**config.mk**
```make
export PLATFORM = sky130hd
export DESIGN_NAME = dot_product_engine_flat
export DESIGN_NICKNAME = d
export VERILOG_FILES = /design/src/rtl/dot_product_engine_if.sv /design/src/rtl/dot_product_engine.sv /design/src/flat_wrapper.sv
export SDC_FILE = /design/constraint.sdc
export NUM_CORES = 1
export LEC_CHECK = 0
export ABC_AREA = 1
export BUFFER_PORTS_ARGS = -buffer_cell sky130_fd_sc_hd__buf_2
export CORE_ASPECT_RATIO = 0.9
export CORE_MARGIN = 2
export CORE_UTILIZATION = 63
export CTS_CLUSTER_SIZE = 30
export DETAILED_ROUTE_END_ITERATION = 10
export PLACE_DENSITY_LB_ADDON = 0.15
export SLEW_MARGIN = 20
export SYNTH_ARGS = -nofsm -noshare
export SYNTH_HDL_FRONTEND = slang
export SYNTH_SLANG_ARGS = --single-unit
export TNS_END_PERCENT = 30
```
**constraint.sdc**
```tcl
create_clock -name clk -period 7.1 [get_ports clk]
set_clock_uncertainty 0.2 [all_clocks]
set_input_delay 1.065 -clock clk [delete_from_list [all_inputs] [get_ports clk]]
set_output_delay 1.065 -clock clk [all_outputs]
set_load 0.02 [all_outputs]
```
**src/rtl/dot_product_engine_if.sv**
```systemverilog
// Bundle of the MAC engine's control, RAM-read and result-store signals.
// The engine connects through the slave modport; the driver/RAM side uses master.
interface dot_product_engine_if #(
    parameter int LANES  = 2,
    parameter int PIX_W  = 8,
    parameter int WGT_W  = 16,
    parameter int ACC_W  = 32,
    parameter int PIX_AW = 10,
    parameter int WGT_AW = 12
);
    logic                     begin_mult;
    logic [3:0]               row_select;
    logic                     all_rows;
    logic                     sat_en;
    logic [LANES*PIX_W-1:0]   pixel_value;
    logic [LANES*WGT_W-1:0]   weight_value;
    logic [PIX_AW-1:0]        pixel_address;
    logic [WGT_AW-1:0]        weight_address;
    logic                     busy;
    logic                     w_result_ena;
    logic                     done_row;
    logic [ACC_W-1:0]         row_result;
    logic [3:0]               result_row;
    logic                     overflow;
    logic                     bad_row;

    modport master (
        output begin_mult, row_select, all_rows, sat_en, pixel_value, weight_value,
        input  pixel_address, weight_address, busy, w_result_ena, done_row,
               row_result, result_row, overflow, bad_row
    );

    modport slave (
        input  begin_mult, row_select, all_rows, sat_en, pixel_value, weight_value,
        output pixel_address, weight_address, busy, w_result_ena, done_row,
               row_result, result_row, overflow, bad_row
    );
endinterface

```
**src/rtl/dot_product_engine.sv**
```systemverilog
// Multi-lane signed MAC engine: streams pixel and weight-row vectors from 1-cycle RAMs,
// accumulates with guard bits and writes one (optionally saturated) result per row.
module dot_product_engine #(
    parameter int LANES    = 2,
    parameter int PIX_W    = 8,
    parameter int WGT_W    = 16,
    parameter int ACC_W    = 32,
    parameter int GUARD_W  = 8,
    parameter int VEC_LEN  = 784,
    parameter int NUM_ROWS = 10,
    parameter int PIX_AW   = 10,
    parameter int WGT_AW   = 12
) (
    input logic                 clk,
    input logic                 rst,
    dot_product_engine_if.slave bus
);
    localparam int BEATS  = VEC_LEN / LANES;
    localparam int SUM_W  = ACC_W + GUARD_W;
    localparam int PROD_W = PIX_W + 1 + WGT_W;
    localparam int PSUM_W = PROD_W + $clog2(LANES);
    localparam logic [3:0]        ROW_LAST  = 4'(NUM_ROWS - 1);
    localparam logic [PIX_AW-1:0] BEAT_LAST = PIX_AW'(BEATS - 1);
    localparam logic signed [SUM_W-1:0] MAX_EXT = {{(GUARD_W+1){1'b0}}, {(ACC_W-1){1'b1}}};
    localparam logic signed [SUM_W-1:0] MIN_EXT = {{(GUARD_W+1){1'b1}}, {(ACC_W-1){1'b0}}};

    typedef enum logic [1:0] {IDLE, FETCH, DRAIN, RESULT} state_t;

    function automatic logic out_of_range(input logic signed [SUM_W-1:0] v);
        return (v > MAX_EXT) || (v < MIN_EXT);
    endfunction

    function automatic logic [ACC_W-1:0] round_result(input logic signed [SUM_W-1:0] v,
                                                      input logic sat);
        logic [ACC_W-1:0] r;
        r = v[ACC_W-1:0];
        if (sat && (v > MAX_EXT)) r = {1'b0, {(ACC_W-1){1'b1}}};
        if (sat && (v < MIN_EXT)) r = {1'b1, {(ACC_W-1){1'b0}}};
        return r;
    endfunction

    state_t                    state, state_next;
    logic [3:0]                row;
    logic                      batch, sat;
    logic                      drain_cnt;
    logic [PIX_AW-1:0]         pix_addr;
    logic [WGT_AW-1:0]         wgt_addr;
    logic                      rd_vld, vld_p0, vld_p1;
    logic [LANES*PIX_W-1:0]    pix_p0;
    logic [LANES*WGT_W-1:0]    wgt_p0;
    logic signed [PSUM_W-1:0]  psum_c, psum_p1;
    logic signed [SUM_W-1:0]   psum_ext, acc, acc_next;
    logic signed [PIX_W:0]     pix_s;
    logic signed [WGT_W-1:0]   wgt_s;
    logic signed [PROD_W-1:0]  prod;
    logic                      row_ok, start, reject, last_beat, next_row_go;
    logic [3:0]                start_row;
    logic [WGT_AW-1:0]         start_wgt;
    logic                      w_ena, bad_row_q, ovf_q;
    logic [ACC_W-1:0]          result_q;
    logic [3:0]                result_row_q;

    always_comb begin
        row_ok      = bus.all_rows || (bus.row_select <= ROW_LAST);
        start       = (state == IDLE) && bus.begin_mult && row_ok;
        reject      = (state == IDLE) && bus.begin_mult && !row_ok;
        last_beat   = (pix_addr == BEAT_LAST);
        next_row_go = (state == RESULT) && batch && (row != ROW_LAST);
        start_row   = bus.all_rows ? 4'd0 : bus.row_select;
        start_wgt   = WGT_AW'(int'(start_row) * BEATS);
    end

    always_ff @(posedge clk or posedge rst) begin
        if (rst) state <= IDLE;
        else     state <= state_next;
    end

    always_comb begin
        state_next = state;
        case (state)
            IDLE:    if (start) state_next = FETCH;
            FETCH:   if (last_beat) state_next = DRAIN;
            DRAIN:   if (drain_cnt) state_next = RESULT;
            RESULT:  state_next = next_row_go ? FETCH : IDLE;
            default: state_next = IDLE;
        endcase
    end

    always_ff @(posedge clk or posedge rst) begin
        if (rst) begin
            row          <= '0;
            batch        <= 1'b0;
            sat          <= 1'b0;
            drain_cnt    <= 1'b0;
            pix_addr     <= '0;
            wgt_addr     <= '0;
            rd_vld       <= 1'b0;
            vld_p0       <= 1'b0;
            vld_p1       <= 1'b0;
            w_ena        <= 1'b0;
            bad_row_q    <= 1'b0;
            ovf_q        <= 1'b0;
            result_q     <= '0;
            result_row_q <= '0;
        end else begin
            rd_vld    <= (state == FETCH);
            vld_p0    <= rd_vld;
            vld_p1    <= vld_p0;
            drain_cnt <= (state == DRAIN) ? ~drain_cnt : 1'b0;
            w_ena     <= (state == RESULT);
            bad_row_q <= reject;
            if (state == RESULT) begin
                result_q     <= round_result(acc_next, sat);
                ovf_q        <= out_of_range(acc_next);
                result_row_q <= row;
            end
            if (start) begin
                row      <= start_row;
                batch    <= bus.all_rows;
                sat      <= bus.sat_en;
                pix_addr <= '0;
                wgt_addr <= start_wgt;
            end else if ((state == FETCH) && !last_beat) begin
                pix_addr <= pix_addr + 1'b1;
                wgt_addr <= wgt_addr + 1'b1;
            end else if (next_row_go) begin
                // Rows are contiguous in weight RAM, so the next row starts one past the last beat
                row      <= row + 4'd1;
                pix_addr <= '0;
                wgt_addr <= wgt_addr + 1'b1;
            end
        end
    end

    // Stage p0 -> p1: full-precision lane products, summed
    always_comb begin
        psum_c = '0;
        pix_s  = '0;
        wgt_s  = '0;
        prod   = '0;
        for (int i = 0; i < LANES; i++) begin
            pix_s  = signed'({1'b0, pix_p0[i*PIX_W +: PIX_W]});
            wgt_s  = signed'(wgt_p0[i*WGT_W +: WGT_W]);
            prod   = pix_s * wgt_s;
            psum_c = psum_c + PSUM_W'(prod);
        end
    end

    // Stage p1 -> accumulator: sign-extend into the guarded width
    always_comb begin
        psum_ext = {{(SUM_W-PSUM_W){psum_p1[PSUM_W-1]}}, psum_p1};
        acc_next = vld_p1 ? acc + psum_ext : acc;
    end

    always_ff @(posedge clk) begin
        pix_p0  <= bus.pixel_value;
        wgt_p0  <= bus.weight_value;
        psum_p1 <= psum_c;
        acc     <= (start || next_row_go) ? '0 : acc_next;
    end

    assign bus.pixel_address  = pix_addr;
    assign bus.weight_address = wgt_addr;
    assign bus.busy           = (state != IDLE);
    assign bus.w_result_ena   = w_ena;
    assign bus.done_row       = w_ena;
    assign bus.row_result     = result_q;
    assign bus.result_row     = result_row_q;
    assign bus.overflow       = ovf_q;
    assign bus.bad_row        = bad_row_q;
endmodule

```
**src/flat_wrapper.sv**
```systemverilog
// flat-port wrapper written by rule: the top's interface ports become plain ports
module dot_product_engine_flat 
#(
    parameter int LANES    = 2,
    parameter int PIX_W    = 8,
    parameter int WGT_W    = 16,
    parameter int ACC_W    = 32,
    parameter int GUARD_W  = 8,
    parameter int VEC_LEN  = 784,
    parameter int NUM_ROWS = 10,
    parameter int PIX_AW   = 10,
    parameter int WGT_AW   = 12
)
  (clk, rst, bus_begin_mult, bus_row_select, bus_all_rows, bus_sat_en, bus_pixel_value, bus_weight_value, bus_pixel_address, bus_weight_address, bus_busy, bus_w_result_ena, bus_done_row, bus_row_result, bus_result_row, bus_overflow, bus_bad_row);
  dot_product_engine_if #(.LANES(LANES), .PIX_W(PIX_W), .WGT_W(WGT_W), .ACC_W(ACC_W), .PIX_AW(PIX_AW), .WGT_AW(WGT_AW)) bus_i ();
  input logic clk;
  input logic rst;
  input wire logic [$bits(bus_i.begin_mult)-1:0] bus_begin_mult;
  input wire logic [$bits(bus_i.row_select)-1:0] bus_row_select;
  input wire logic [$bits(bus_i.all_rows)-1:0] bus_all_rows;
  input wire logic [$bits(bus_i.sat_en)-1:0] bus_sat_en;
  input wire logic [$bits(bus_i.pixel_value)-1:0] bus_pixel_value;
  input wire logic [$bits(bus_i.weight_value)-1:0] bus_weight_value;
  output wire logic [$bits(bus_i.pixel_address)-1:0] bus_pixel_address;
  output wire logic [$bits(bus_i.weight_address)-1:0] bus_weight_address;
  output wire logic [$bits(bus_i.busy)-1:0] bus_busy;
  output wire logic [$bits(bus_i.w_result_ena)-1:0] bus_w_result_ena;
  output wire logic [$bits(bus_i.done_row)-1:0] bus_done_row;
  output wire logic [$bits(bus_i.row_result)-1:0] bus_row_result;
  output wire logic [$bits(bus_i.result_row)-1:0] bus_result_row;
  output wire logic [$bits(bus_i.overflow)-1:0] bus_overflow;
  output wire logic [$bits(bus_i.bad_row)-1:0] bus_bad_row;
  assign bus_i.begin_mult = bus_begin_mult;
  assign bus_i.row_select = bus_row_select;
  assign bus_i.all_rows = bus_all_rows;
  assign bus_i.sat_en = bus_sat_en;
  assign bus_i.pixel_value = bus_pixel_value;
  assign bus_i.weight_value = bus_weight_value;
  assign bus_pixel_address = bus_i.pixel_address;
  assign bus_weight_address = bus_i.weight_address;
  assign bus_busy = bus_i.busy;
  assign bus_w_result_ena = bus_i.w_result_ena;
  assign bus_done_row = bus_i.done_row;
  assign bus_row_result = bus_i.row_result;
  assign bus_result_row = bus_i.result_row;
  assign bus_overflow = bus_i.overflow;
  assign bus_bad_row = bus_i.bad_row;
  dot_product_engine #(.LANES(LANES), .PIX_W(PIX_W), .WGT_W(WGT_W), .ACC_W(ACC_W), .GUARD_W(GUARD_W), .VEC_LEN(VEC_LEN), .NUM_ROWS(NUM_ROWS), .PIX_AW(PIX_AW), .WGT_AW(WGT_AW)) u_core (.clk(clk), .rst(rst), .bus(bus_i));
endmodule
```
; ---- Word-level counts from Yosys, hierarchy flattened
; Index checks and enable logic that the tools add are counted.
[totals]
reg_bits = 187
in_bits = 57
output_inout_bits = 63
wordCells = 78
[classes]
add_sub_neg = 5
mul = 3
order_cmp = 3
eq_ne = 9
n_mux = 19
bitwise_logic = 1
reduce_logical = 19
[op_table]
columns = op, count
row1 = two-way mux 32 bit, 2
row2 = multiplier 9 x 16 -> 25 bit, 2
row3 = adder 40 x 26 -> 40 bit, 1
row4 = "> comparator 40 x 32 -> 1 bit, second input constant", 1
row5 = "< comparator 40 x 32 -> 1 bit, second input constant", 1
row6 = two-way mux 40 bit, 1
row7 = two-way mux 12 bit, 3
row8 = two-way mux 10 bit, 3
row9 = adder 25 x 25 -> 26 bit, 1
row10 = two-way mux 4 bit, 4
row11 = "adder 12 x 1 -> 12 bit, second input constant", 1
row12 = "adder 10 x 1 -> 10 bit, second input constant", 1
row13 = "== test 10 x 9 -> 1 bit, second input constant", 1
row14 = "multiplier 4 x 6 -> 9 bit, second input constant", 1
row15 = logical AND 1 bit, 8
row16 = "inequality test 2 x 1 -> 1 bit, second input constant", 4
row17 = one-hot mux 2 bit (4 select lines), 1
row18 = two-way mux 2 bit, 3
row19 = "adder 4 x 1 -> 4 bit, second input constant", 1
row20 = "== test 2 bit, second input constant", 2
row21 = "less-or-equal comparator 4 bit, second input constant", 1
row22 = "inequality test 4 bit, second input constant", 1
row23 = nonzero test 2 bit, 2
row24 = logical OR 1 bit, 3
row25 = 8 further kinds, 10

; ---- Longest topological paths before layout
[depth]
ltp_word = 6
ltp_mapped = 25

; ---- Worst setup path after synthesis
; No wires, ideal clock.
[synth_timing]
path_kind = reg2reg
start = register u_core.pix_p0[13]
end = register u_core.psum_p1[24]
setup_time_ns = 0.072
arrival_ns = 5.869
required_time_ns = 6.828
path_slack_ns = 0.959
path_stages_with_launch = 24
path_buffers = 2
period_less_slack_ns = 6.141
path_cell_list = dfxtp_1 clkbuf_1 clkbuf_1 nand2_1 fa_1 inv_1 fa_1 fa_1 fa_1 fa_1 inv_1 fa_1 inv_1 ha_1 a21oi_1 nor2_1 o21ai_0 o211ai_1 a31oi_1 o21ai_0 a21boi_0 inv_1 a21oi_1 xor2_1
[synth_via]
elab_chain_cells = 2
[synth_lines]
columns = element, line
row1 = from (decl), dot_product_engine.sv:49  ; logic [LANES*PIX_W-1:0] pix_p0;
row2 = from (signal assigned), dot_product_engine.sv:156  ; pix_p0 <= bus.pixel_value;
row3 = multiplier 9 x 16 -> 25 bit, dot_product_engine.sv:144  ; prod = pix_s * wgt_s;
row4 = adder 25 x 25 -> 26 bit, dot_product_engine.sv:145  ; psum_c = psum_c + PSUM_W'(prod);
row5 = named net u_core.psum_c[24], dot_product_engine.sv:51  ; logic signed [PSUM_W-1:0] psum_c, psum_p1;
row6 = to (signal assigned), dot_product_engine.sv:158  ; psum_p1 <= psum_c;
row7 = to (decl), dot_product_engine.sv:51
; The timed path passes the listed nets, and every way through them passes these cells.
; A chain may end at the register's enable or synchronous reset.

; ---- Worst setup path in the final report
[layout_timing]
start = register u_core.pix_p0[5]
end = register u_core.psum_p1[24]
; Same word-level chain as after synthesis.

==> tab_implementation.tex <==
\begin{tabular}{lr}
\hline
Metric & Value \\
\hline
\multicolumn{2}{l}{\textbf{Run status}} \\
\quad Outcome & completed \\
\multicolumn{2}{l}{\textbf{Yosys}} \\
\quad Cell type with the largest total area after synthesis & sky130\_fd\_sc\_hd\_\_fa\_1 \\
\quad Number of enable-type register cells in the synthesized netlist & 0 \\
\quad Multiplexer share of the synthesized area & 1.32\% \\
\quad Net count after synthesis & 2,876 \\
\quad Synthesis warning total & 0 \\
\quad Sequential share of the synthesized area & 21.7\% \\
\quad Cells after Synth & 2,425 \\
\quad Flip-flop and latch count after synthesis & 187 \\
\quad Area share of the largest cell type after synthesis & 26.4\% \\
\quad Adder-cell share of the synthesized area & 35.9\% \\
\quad Share of synthesized registers carrying an async set or reset & 39.0\% \\
\quad Post-synthesis compound-gate area fraction & 5.42\% \\
\quad Fraction of the mapped netlist area in simple logic gates & 19.3\% \\
\quad Cell Area, Synth & 19,000 sq um \\
\quad Post-Synth XOR/XNOR Area & 3.00\% \\
\quad Dominant cells by area after synthesis & sky130\_fd\_sc\_hd\_\_fa\_1 26\%, sky130\_fd\_sc\_hd\_\_nand2\_1 13\%, sky130\_fd\_sc\_hd\_\_dfxtp\_1 12\% \\
\quad Post-Synthesis Mean Instance Area & 7.82 sq um \\
\quad Most used flip-flop cell after synthesis & sky130\_fd\_sc\_hd\_\_dfxtp\_1 \\
\quad Dominant combinational cell family by area after synthesis & adder cells \\
\quad Library cells used by synthesis & 47 \\
\multicolumn{2}{l}{\textbf{Finish}} \\
\quad Multi-input gate area & 12,300 sq um \\
\quad Register Area & 4120 sq um \\
\quad Design area & 20,300 sq um \\
\quad Net count reported at finish & 2,933 \\
\quad Filler cell count in the final layout & 2,530 \\
\quad Area growth, synth to finish & 7.26\% \\
\quad Ratio of cells with drive above 1 in the final layout & 8.06\% \\
\quad Inserted Diodes & 0 \\
\multicolumn{2}{l}{\textbf{STA}} \\
\quad Count of final setup violators & 0 \\
\quad Max transition margin & 37.0\% \\
\quad Setup TNS & 0 ns \\
\quad Unrepaired setup endpoints after global routing & false \\
\quad Clock period minus final worst setup slack & 6.65 ns \\
\quad Achievable Freq & 150 MHz \\
\quad Number of endpoints with negative hold slack in the final report & 0 \\
\quad Period Utilization, post-route & 93.6\% \\
\quad Worst slew pin tran & 0.945 ns \\
\quad Max-slew violations & 0 \\
\multicolumn{2}{l}{\textbf{Setup path}} \\
\quad Critical path launch point type & flip-flop \\
\quad Internal reg-to-reg setup slack & 0.45 ns \\
\quad Critical register-to-register path startpoint & u\_core.pix\_p0[5] \\
\quad Worst EP required & 7.28 ns \\
\quad Largest fanout of any net on the critical path & 13 \\
\quad Number of buffer and inverter stages on the critical path & 4 \\
\quad Sequence of cells on the critical path & nand2\_1 > fa\_1 > fa\_1 > fa\_1 > inv\_1 > fa\_1 > fa\_1 > inv\_1 > fa\_1 > inv\_1 > ha\_1 > a21oi\_1 > nor2\_1 > o21ai\_0 > o211ai\_1 > a31oi\_1 > o21ai\_0 > a21boi\_0 > inv\_1 > a21oi\_1 > xor2\_1 \\
\quad Top cell family by delay on the critical path & adder cells \\
\quad Worst-case reg-to-reg path depth & 21 \\
\quad Crit end category & flip-flop \\
\quad Arrival time reported for the critical path endpoint & 6.83 ns \\
\quad Biggest cell delay along the critical path & 0.64 ns \\
\quad Endpoint of the worst-slack reg-to-reg timing path & u\_core.psum\_p1[24] \\
\quad Critical setup path kind & reg -> reg \\
\quad Critical Path Most Common Cell & sky130\_fd\_sc\_hd\_\_fa\_1 \\
\quad Slowest cell on the critical path & sky130\_fd\_sc\_hd\_\_dfxtp\_1 \\
\multicolumn{2}{l}{\textbf{Global routing}} \\
\quad GRT Total Usage & 29.2\% \\
\quad Number of global-route vias before repair & 15,200 \\
\quad Global route total overflow & 0 \\
\quad Antenna violations before repair & 0 \\
\quad First-pass GRT wire length & 74,100 microns \\
\quad Largest net degree at the start of global routing & 74 \\
\multicolumn{2}{l}{\textbf{Worst hold path}} \\
\quad Cell depth of the worst min-delay path & 0 \\
\quad Hold Path End & u\_core.vld\_p1 \\
\quad Startpoint of the most critical hold path & u\_core.vld\_p0 \\
\quad Kind of path behind the tightest hold check & reg -> reg \\
\multicolumn{2}{l}{\textbf{Route}} \\
\quad Total via count after detailed routing & 15,000 \\
\quad Metal3 WL & 2500 microns \\
\quad Number of nets still failing antenna checks after routing & 0 \\
\quad Routed length on met2 & 21,000 microns \\
\quad M1 WL & 19,400 microns \\
\quad Count of TritonRoute iterations in the first routing pass & 5 \\
\quad Routed length per instance & 15.1 microns \\
\quad Total length of routed wires & 43,700 microns \\
\quad DRC viols & 0 \\
\quad Mean number of vias per cell & 5.18 \\
\quad Number of DRC markers after the initial detailed-route iteration & 824 \\
\quad Top layer used by detailed routing & met4 \\
\multicolumn{2}{l}{\textbf{Floorplanning}} \\
\quad Core area & 29,700 sq um \\
\quad Num ports & 120 \\
\quad Starting Density & 63.8\% \\
\quad Die outline height & 169 microns \\
\quad Floorplan die width & 187 microns \\
\quad Standard-cell rows & 60 \\
\quad Total Die Area & 31,500 sq um \\
\multicolumn{2}{l}{\textbf{Place}} \\
\quad Area after DPL & 19,700 sq um \\
\quad Number of port buffers & 119 \\
\quad RD Place Congestion & 0.949 \\
\quad Final HPWL DP & 35,600 microns \\
\multicolumn{2}{l}{\textbf{Clock tree}} \\
\quad Number of clock sinks & 187 \\
\quad Worst-case clock buffer depth & 2 \\
\quad Clock insertion delay at the later pin of the skew report & 0.45 ns \\
\quad Hold buffers post-CTS & 0 \\
\quad Clock buffers created by TritonCTS & 17 \\
\quad Setup repair bufs after CTS & 0 \\
\quad Root buffer selected by CTS & sky130\_fd\_sc\_hd\_\_clkbuf\_16 \\
\quad Clock Pin Slew Worst Setup and Hold Paths & 0.08 ns \\
\quad Number of levels the H-tree was split into & 4 \\
\quad TritonCTS clock tree & done \\
\multicolumn{2}{l}{\textbf{Run}} \\
\quad Number of maximum-capacitance violations & 0 \\
\hline
\end{tabular}
## metrics by stage
stage	utilization, %	worst slack, ns	cells	hold slack (ns)
6_report	68.4	0.454	2898	0.156
5_1_grt	68.4	0.0157	2898	0.173
4_1_cts	68.4	0.364	2898	0.153
3_5_place_dp	66.4	0.415	2866	0.136
3_3_place_gp	66.4	0.667	2866	0.136
2_1_floorplan	-	0.959	2425	0.131
## Yosys cell counts, types with 3 or more instances
cell type / n
sky130_fd_sc_hd__nand2_1: 662
sky130_fd_sc_hd__inv_1: 559
sky130_fd_sc_hd__fa_1: 250
sky130_fd_sc_hd__ha_1: 144
sky130_fd_sc_hd__nor2_1: 120
sky130_fd_sc_hd__dfxtp_1: 114
sky130_fd_sc_hd__a21oi_1: 77
sky130_fd_sc_hd__nand3_1: 77
sky130_fd_sc_hd__dfrtp_1: 73
sky130_fd_sc_hd__clkbuf_1: 72
sky130_fd_sc_hd__o21ai_0: 50
sky130_fd_sc_hd__xor2_1: 40
sky130_fd_sc_hd__mux2i_1: 25
sky130_fd_sc_hd__xnor2_1: 25
sky130_fd_sc_hd__nor3_1: 15
sky130_fd_sc_hd__a31oi_1: 14
sky130_fd_sc_hd__nor2_2: 10
sky130_fd_sc_hd__o21bai_1: 8
sky130_fd_sc_hd__a21o_1: 7
sky130_fd_sc_hd__o22ai_1: 7
sky130_fd_sc_hd__buf_6: 6
sky130_fd_sc_hd__o21ai_1: 6
sky130_fd_sc_hd__buf_4: 5
sky130_fd_sc_hd__clkbuf_2: 5
sky130_fd_sc_hd__nand2_2: 5
sky130_fd_sc_hd__nand3_2: 5
sky130_fd_sc_hd__inv_2: 4
sky130_fd_sc_hd__nor4_1: 4
sky130_fd_sc_hd__o21a_1: 4
sky130_fd_sc_hd__or2_2: 4
sky130_fd_sc_hd__buf_2: 3
sky130_fd_sc_hd__clkinv_1: 3
sky130_fd_sc_hd__nand4_1: 3
sky130_fd_sc_hd__o211ai_1: 3
## timing repair
action                                  CTS  global route
endpoints found under the setup margin    0             2
endpoints found under the hold margin     0             0
resized for setup                         0             6
## cell usage in the layout, fill, tap and decap left out, types with 6 or more instances in the layout
cell type,instances
sky130_fd_sc_hd__a31oi_1,14
sky130_fd_sc_hd__nor2_1,120
sky130_fd_sc_hd__nor3_1,15
sky130_fd_sc_hd__dfxtp_2,6
sky130_fd_sc_hd__xnor2_1,25
sky130_fd_sc_hd__o21ai_0,50
sky130_fd_sc_hd__buf_4,12
sky130_fd_sc_hd__fa_1,250
sky130_fd_sc_hd__mux2i_1,25
sky130_fd_sc_hd__nand2_1,662
sky130_fd_sc_hd__o21ai_1,6
sky130_fd_sc_hd__xor2_1,40
sky130_fd_sc_hd__clkbuf_16,17
sky130_fd_sc_hd__o22ai_1,7
sky130_fd_sc_hd__buf_2,119
sky130_fd_sc_hd__a21oi_1,77
sky130_fd_sc_hd__dfrtp_1,73
sky130_fd_sc_hd__o21bai_1,8
sky130_fd_sc_hd__inv_1,558
sky130_fd_sc_hd__ha_1,144
sky130_fd_sc_hd__nand3_1,77
sky130_fd_sc_hd__nor2_2,10
sky130_fd_sc_hd__dfxtp_1,108
sky130_fd_sc_hd__a21o_1,7
## per-layer routing
layer / vias up / track usage [%]
li1: 7296 / -
met1: 7173 / 39.3
met2: 478 / 50.0
met3: 69 / 4.42
met4: 0 / 7.14
met5: - / 0
## worst max-delay path by stage
stage | startpoint | endpoint | slack (ns) | cells after the start
global placement | u_core.pix_p0[13] | u_core.psum_p1[24] | 0.67 | 21
CTS | u_core.pix_p0[13] | u_core.psum_p1[24] | 0.36 | 21
floorplan | u_core.pix_p0[13] | u_core.psum_p1[24] | 0.96 | 23
global route | u_core.pix_p0[5] | u_core.psum_p1[24] | 0.02 | 21
finish | u_core.pix_p0[5] | u_core.psum_p1[24] | 0.45 | 21
detailed placement | u_core.pix_p0[13] | u_core.psum_p1[24] | 0.41 | 21
## cell type report
type	count	share of cell area [%]
clock buffers	18	2.16
clock inverters	14	0.806
inverters	566	10.4
multi-input cells	1579	60.5
flip-flops and latches	187	20.2
well taps	403	2.48
repair buffers	131	3.37
## flip-flops by register name (all words and copies together) (netlist names), 2 cells and up
register,cells
u_core.acc,40
u_core.bus.pixel_address,10
u_core.bus.result_row,4
u_core.bus.row_result,32
u_core.bus.weight_address,12
u_core.pix_p0,16
u_core.psum_p1,26
u_core.row,4
u_core.state,2
u_core.wgt_p0,32
## kinds of logic after synthesis
kind of cell / Yosys count
adders and majority gates: 394
buffers and inverters: 659
and+or+nand+nor: 911
DFF: 187
muxes: 25
AOI/OAI and AO/OA: 184
xor gates and xnor gates: 65
Power is not shown: default switching activity piles up to over one toggle a cycle in this logic, so the estimate is an artifact.
